**src/rtl/param_tdpram.sv**
```systemverilog
// True dual-port RAM with a shared clock, optional output register stage,
// per-port read-valid flags, same-address write arbitration and a post-reset clear sweep.
module param_tdpram #(
    parameter int DATA_W    = 8,
    parameter int ADDR_W    = 2,
    parameter int OUT_REG   = 0,
    parameter int COLL_MODE = 0
) (
    input  logic              clk,
    input  logic              rst,
    input  logic              en1,
    input  logic              we1,
    input  logic [ADDR_W-1:0] addr1,
    input  logic [DATA_W-1:0] data_in1,
    output logic [DATA_W-1:0] data_out1,
    output logic              valid1,
    input  logic              en2,
    input  logic              we2,
    input  logic [ADDR_W-1:0] addr2,
    input  logic [DATA_W-1:0] data_in2,
    output logic [DATA_W-1:0] data_out2,
    output logic              valid2,
    output logic              busy,
    output logic              collision
);

    localparam int DEPTH = 1 << ADDR_W;

    localparam logic [0:0] S_CLEAR = 1'b0;
    localparam logic [0:0] S_RUN   = 1'b1;

    logic [0:0]        r_state;
    logic [ADDR_W-1:0] r_cnt;
    logic [DATA_W-1:0] r_mem [DEPTH];

    logic [DATA_W-1:0] r_q1;
    logic [DATA_W-1:0] r_q2;
    logic              r_v1;
    logic              r_v2;
    logic              r_coll;

    logic w_run;
    logic w_rd1;
    logic w_rd2;
    logic w_wr1;
    logic w_wr2;
    logic w_same;

    assign w_run  = (r_state == S_RUN);
    assign w_rd1  = w_run & en1 & ~we1;
    assign w_rd2  = w_run & en2 & ~we2;
    assign w_wr1  = w_run & en1 & we1;
    assign w_wr2  = w_run & en2 & we2;
    assign w_same = w_wr1 & w_wr2 & (addr1 == addr2);

    // Clear sweep visits every word exactly once after reset, then hands over to RUN.
    always_ff @(posedge clk or posedge rst) begin
        if (rst) begin
            r_state <= S_CLEAR;
            r_cnt   <= '0;
        end else if (r_state == S_CLEAR) begin
            r_cnt <= r_cnt + ADDR_W'(1);
            if (r_cnt == {ADDR_W{1'b1}}) begin
                r_state <= S_RUN;
            end
        end
    end

    // The losing port of a same-address double write is suppressed so only the winner lands.
    always_ff @(posedge clk) begin
        if (!w_run) begin
            r_mem[r_cnt] <= '0;
        end else begin
            if (w_wr1 && !(w_same && COLL_MODE == 1)) begin
                r_mem[addr1] <= data_in1;
            end
            if (w_wr2 && !(w_same && COLL_MODE == 0)) begin
                r_mem[addr2] <= data_in2;
            end
        end
    end

    // Reads sample the array before this edge's writes land, giving read-before-write.
    always_ff @(posedge clk or posedge rst) begin
        if (rst) begin
            r_q1   <= '0;
            r_q2   <= '0;
            r_v1   <= 1'b0;
            r_v2   <= 1'b0;
            r_coll <= 1'b0;
        end else begin
            r_v1   <= w_rd1;
            r_v2   <= w_rd2;
            r_coll <= w_same;
            if (w_rd1) begin
                r_q1 <= r_mem[addr1];
            end
            if (w_rd2) begin
                r_q2 <= r_mem[addr2];
            end
        end
    end

    generate
        if (OUT_REG != 0) begin : g_oreg
            logic [DATA_W-1:0] r_q1b;
            logic [DATA_W-1:0] r_q2b;
            logic              r_v1b;
            logic              r_v2b;

            always_ff @(posedge clk or posedge rst) begin
                if (rst) begin
                    r_q1b <= '0;
                    r_q2b <= '0;
                    r_v1b <= 1'b0;
                    r_v2b <= 1'b0;
                end else begin
                    r_v1b <= r_v1;
                    r_v2b <= r_v2;
                    if (r_v1) begin
                        r_q1b <= r_q1;
                    end
                    if (r_v2) begin
                        r_q2b <= r_q2;
                    end
                end
            end

            assign data_out1 = r_q1b;
            assign data_out2 = r_q2b;
            assign valid1    = r_v1b;
            assign valid2    = r_v2b;
        end else begin : g_direct
            assign data_out1 = r_q1;
            assign data_out2 = r_q2;
            assign valid1    = r_v1;
            assign valid2    = r_v2;
        end
    endgenerate

    assign busy      = ~w_run;
    assign collision = r_coll;

endmodule

```
**config.mk**
```make
export PLATFORM = sky130hd
export DESIGN_NAME = param_tdpram
export DESIGN_NICKNAME = d
export VERILOG_FILES = /design/src/rtl/param_tdpram.sv
export SDC_FILE = /design/constraint.sdc
export NUM_CORES = 1
export LEC_CHECK = 0
export ABC_AREA = 0
export BUFFER_PORTS_ARGS = -buffer_cell sky130_fd_sc_hd__buf_2
export CAP_MARGIN = 15
export CORE_AREA = 2 2 94 60
export DETAILED_ROUTE_END_ITERATION = 10
export DIE_AREA = 0 0 96 62
export PLACE_DENSITY = 0.78
export SLEW_MARGIN = 5
export SYNTH_ARGS = -nofsm -noshare
export SYNTH_HDL_FRONTEND = slang
export SYNTH_SLANG_ARGS = --single-unit
```
**constraint.sdc**
```tcl
create_clock -name clk -period 2.69 [get_ports clk]
set_input_delay 0.4035 -clock clk [delete_from_list [all_inputs] [get_ports clk]]
set_output_delay 0.4035 -clock clk [all_outputs]
set_load 0.01 [all_outputs]
```
[Word level (Yosys, flattened, before mapping)]
Memories as Yosys holds them, arrays and structs flattened. A register that Yosys moved wholly into a read port is not among the register bits.
Cells that the tools add are included.
Operators by class
  add/sub/neg operators: 1
  multiply operators: 0
  div/mod/pow operators: 0
  order comparisons: 0
  eq/ne operators: 2
  shift-type cells: 0
  mux-type cells: 12
  bitwise gates (word level): 11
  reductions and logical operators: 3
Operators with widths (count)
  1-bit 2-to-1 mux: 10
  1-bit AND: 8
  8-bit 2-to-1 mux: 1
  8-bit OR reduction: 1
  1-bit NOT: 3
  2-bit by 1-bit adder with 2-bit output (second input constant): 1
  2-bit == test: 1
  2-bit == test (second input constant): 1
  2-bit 2-to-1 mux: 1
  1-bit logical AND: 1
  1-bit logical NOT: 1
Storage, ports and cells
  register bits: 6
  latch bits: 0
  RAM bits: 32
  memory bits (read-only): 0
  bits of input ports: 26
  output and inout port bits: 20
  memories: 1
Memories
  r_mem: depth 4, bits a word 8, rd ports 2, clocked after memory_dff 2, wr ports 2, RTL line 34  | logic [DATA_W-1:0] r_mem [DEPTH];

[Logic depth before layout (Yosys ltp)]
  word-level depth: 9
  mapped depth: 6

[Worst setup path after synthesis]
No wires, ideal clock.
  kind: input to register
  from: in addr2[0]
  to: mem r_mem[0][0] (enable)
  data arrival time: 1583 ps
  required time: 2314 ps
  path slack: 731 ps
  stages: 6
  path buffers: 3
  path through: buf_2 xnor2_1 and3_1 buf_6 buf_6 o22ai_1
RTL lines
  start: declaration: RTL line 19  | input logic [ADDR_W-1:0] addr2,
  end: declaration: RTL line 34

==> results.json <==
{
  "placement_rows": 21,
  "ff2ff_path_depth": 3,
  "cts_setup_buffers": 0,
  "worstSetupPathType": "reg2reg",
  "core_region_area_um2": 5230,
  "holdWs_ns": 0.255,
  "ys_types": 28,
  "dieArea_um2": 5950,
  "synth-async-reset-ratio_pct": 40.7,
  "via_count": 1935,
  "max_clock_freq_ghz": 0.456,
  "critPathMaxFanout": 8,
  "initial_core_util_pct": 53.0,
  "overflow": 0,
  "n_antenna_cell": 0,
  "hold_viol_final": 0,
  "drt-vias-per-instance": 6.32,
  "crit_arrival_ns": 2.13,
  "detailed_place.area_um2": 3070,
  "r2r_slack_ns": 0.50,
  "grt_setup_unrepaired": "false",
  "num-nets-final": 263,
  "port_buffers": 45,
  "layout.cell_area.non_filler_um2": 3160,
  "setup_total_negative_slack_ns": 0,
  "antenna_found_initial": 0,
  "grt_first_pass_wirelength_mm": 9.70,
  "power.density_nw_per_um2": 527,
  "synth-seq-cells": 54,
  "synth.net_count": 213,
  "timing.critical_path.required_ns": 2.63,
  "die_y_um": 62,
  "reg2reg_to": "r_mem[0][7]$_DFFE_PP_",
  "n_fill_cell": 419,
  "power.ir.vdd_worst_mv": 0.221,
  "cts-root-to-sink-buffers": 2,
  "worst_skew_pair.late_latency_ns": 0.32,
  "synth.yosys.seq_area_share_pct": 54.5,
  "cts_hold_buffers": 0,
  "utilization_pct": 60.4,
  "detailedRoute.firstPassIterationCount": 4,
  "yosys_warnings": 0,
  "crit-reg2reg-launch": "r_state$_DFF_PP0_",
  "syn_avg_cell_area_um2": 14.9,
  "timing_worst_slew_pin_value_ns": 1.06,
  "synth_area_leaders": "edfxtp_1 (35%), dfrtp_1 (20%), mux4_2 (13%)",
  "cts_tree": "yes",
  "cts_repair_resize_count": 0,
  "worst_hold_path_type": "in2async",
  "time_the_worst_path_needs_with_i_o_delays_and_setup_ns": 2.19,
  "first_global_vias": 1809,
  "cts_inserted_buffers": 5,
  "post-route-period-util_pct": 81.4,
  "synth_commonest_cells": "edfxtp_1 (32), o32ai_1 (32), dfrtp_1 (22), mux2_2 (18), mux4_2 (16)",
  "grt_max_degree": 23,
  "postRouteAntennaNets": 0,
  "place.gp.congestion": 0.850,
  "clkSinkCount": 54,
  "post_synth_instance_area_um2": 2770,
  "synth_ff_type": "edfxtp_1",
  "drt_first_iter_violations": 110,
  "count_of_flip_flops_with_a_built_in_enable_after_synthesis": 32,
  "grtUsageTotal_pct": 23.3,
  "path_cells": "and3_1, mux2_2, o22ai_1",
  "run_status": "finished, final reports clean",
  "critPathCaptureType": "flip-flop",
  "crit_path_max_incr_delay_ns": 0.80,
  "die_w_um": 96,
  "slew_violations": 0,
  "post-synth-top-area-cell": "edfxtp_1",
  "syn_to_final_growth_pct": 14.0,
  "finalSetupViolCount": 0,
  "post_dp_hpwl_mm": 4.47,
  "max_cap_violations": 0,
  "clk_pin_slew_ns": 0.10,
  "cts_htree_levels": 2,
  "syn-instance-count": 186,
  "drc": 0,
  "cts.root.buffer_cell": "clkbuf_8",
  "timing.slew.headroom_pct": 29.2,
  "wl_per_cell_um": 20.5,
  "layout_cells_sized_above_1_pct": 43.5,
  "worst_clock_skew_ns": 0.0114,
  "start_kind": "flip-flop",
  "cell_type_of_the_slowest_stage_on_the_worst_timing_path": "o22ai_1",
  "synth_top_cell_area_share_pct": 34.7,
  "detail_route.wirelength_mm": 6.28,
  "num_io_pins": 46,
  "power_leakage_uw": 0.00131
}
## logic make-up (layout without fill, tap and decap cells)
group,Yosys count,in the layout,share of synthesized area (%)
compound gates,42,42,13.3
xor+xnor,3,3,1.22
fa+ha+maj,1,1,0.451
buf+inv,28,79,5.33
flops,54,54,54.5
mux,35,35,20.7
simple gates,23,23,4.51
## where the power goes
group | leakage [uW] | switching, uW | total [uW] | internal, uW
clock | 0.0000452 | 271 | 456 | 184
combinational | 0.000655 | 143 | 263 | 120
sequential | 0.000606 | 18.9 | 947 | 928
total | 0.00131 | 433 | 1670 | 1230
## through the flow
step	power, uW	cells	setup WS [ns]
6_report	1670	306	0.499
3_5_place_dp	1230	298	0.235
4_1_cts	1670	306	0.440
3_3_place_gp	1220	298	0.300
2_1_floorplan	1130	186	0.731
5_1_grt	1740	306	0.367
## layer usage
| layer | global-route usage (%) | up-vias | part of all wire (%) |
|---|---|---|---|
| met5 | 0 | - | 0 |
| met4 | 6.12 | 0 | 0.89 |
| met3 | 5.31 | 11 | 10 |
| met2 | 35.4 | 106 | 45 |
| met1 | 34.5 | 952 | 44 |
| li1 | - | 866 | - |
## flip-flops by register name, indices dropped and copies added, names as in the netlist
register   count
r_mem         32
data_out1      8
data_out2      8
r_cnt          2
collision      1
r_state        1
valid1         1
valid2         1
## placed cells by master, fill, tap and decap left out, types with 2 or more instances in the layout
master    Yosys  layout
edfxtp_1     32      32
nand2_1      12      12
o32ai_1      32      32
mux4_2       16      16
and3_1        2       2
mux2_2       18      18
buf_4         2      11
and4_1        2       2
buf_2         4      45
o22ai_1       4       4
dfrtp_1      22      22
clkbuf_8      0       5
inv_1        15      15
nand3b_1      2       2
a211oi_2      4       4
xnor2_1       2       2
## critical path, delay by kind of cell (launching register included)
| kind | cells | cell delay, ns |
|---|---|---|
| flip-flops | 1 | 0.38 |
| multiplexers | 1 | 0.38 |
| AND/OR/NAND/NOR | 1 | 0.26 |
| AO/OA/AOI/OAI | 1 | 0.80 |
## area by class of cell
class	count	area (um2)	share of cell area (%)
clock inverters	2	13.8	0.435
flip-flops and latches	54	1510	47.8
repair buffers	56	308	9.74
clock buffers	6	72.6	2.30
inverters	15	56.3	1.78
multi-input cells	104	1110	35.2
well taps	69	86.3	2.73
## worst max-delay path by stage
stage | end | cells past startpoint | slack (ns) | from
after global placement | r_mem[0][5]$_DFFE_PP_ | 4 | 0.30 | addr2[1]
after detailed placement | r_mem[0][5]$_DFFE_PP_ | 4 | 0.23 | addr2[1]
after floorplan | r_mem[0][0]$_DFFE_PP_ | 6 | 0.73 | addr2[0]
final | r_mem[0][7]$_DFFE_PP_ | 3 | 0.50 | r_state$_DFF_PP0_
after CTS | r_mem[0][7]$_DFFE_PP_ | 3 | 0.44 | r_state$_DFF_PP0_
after global routing | r_mem[0][7]$_DFFE_PP_ | 3 | 0.37 | r_state$_DFF_PP0_
Power figures use the tool's default switching activity.
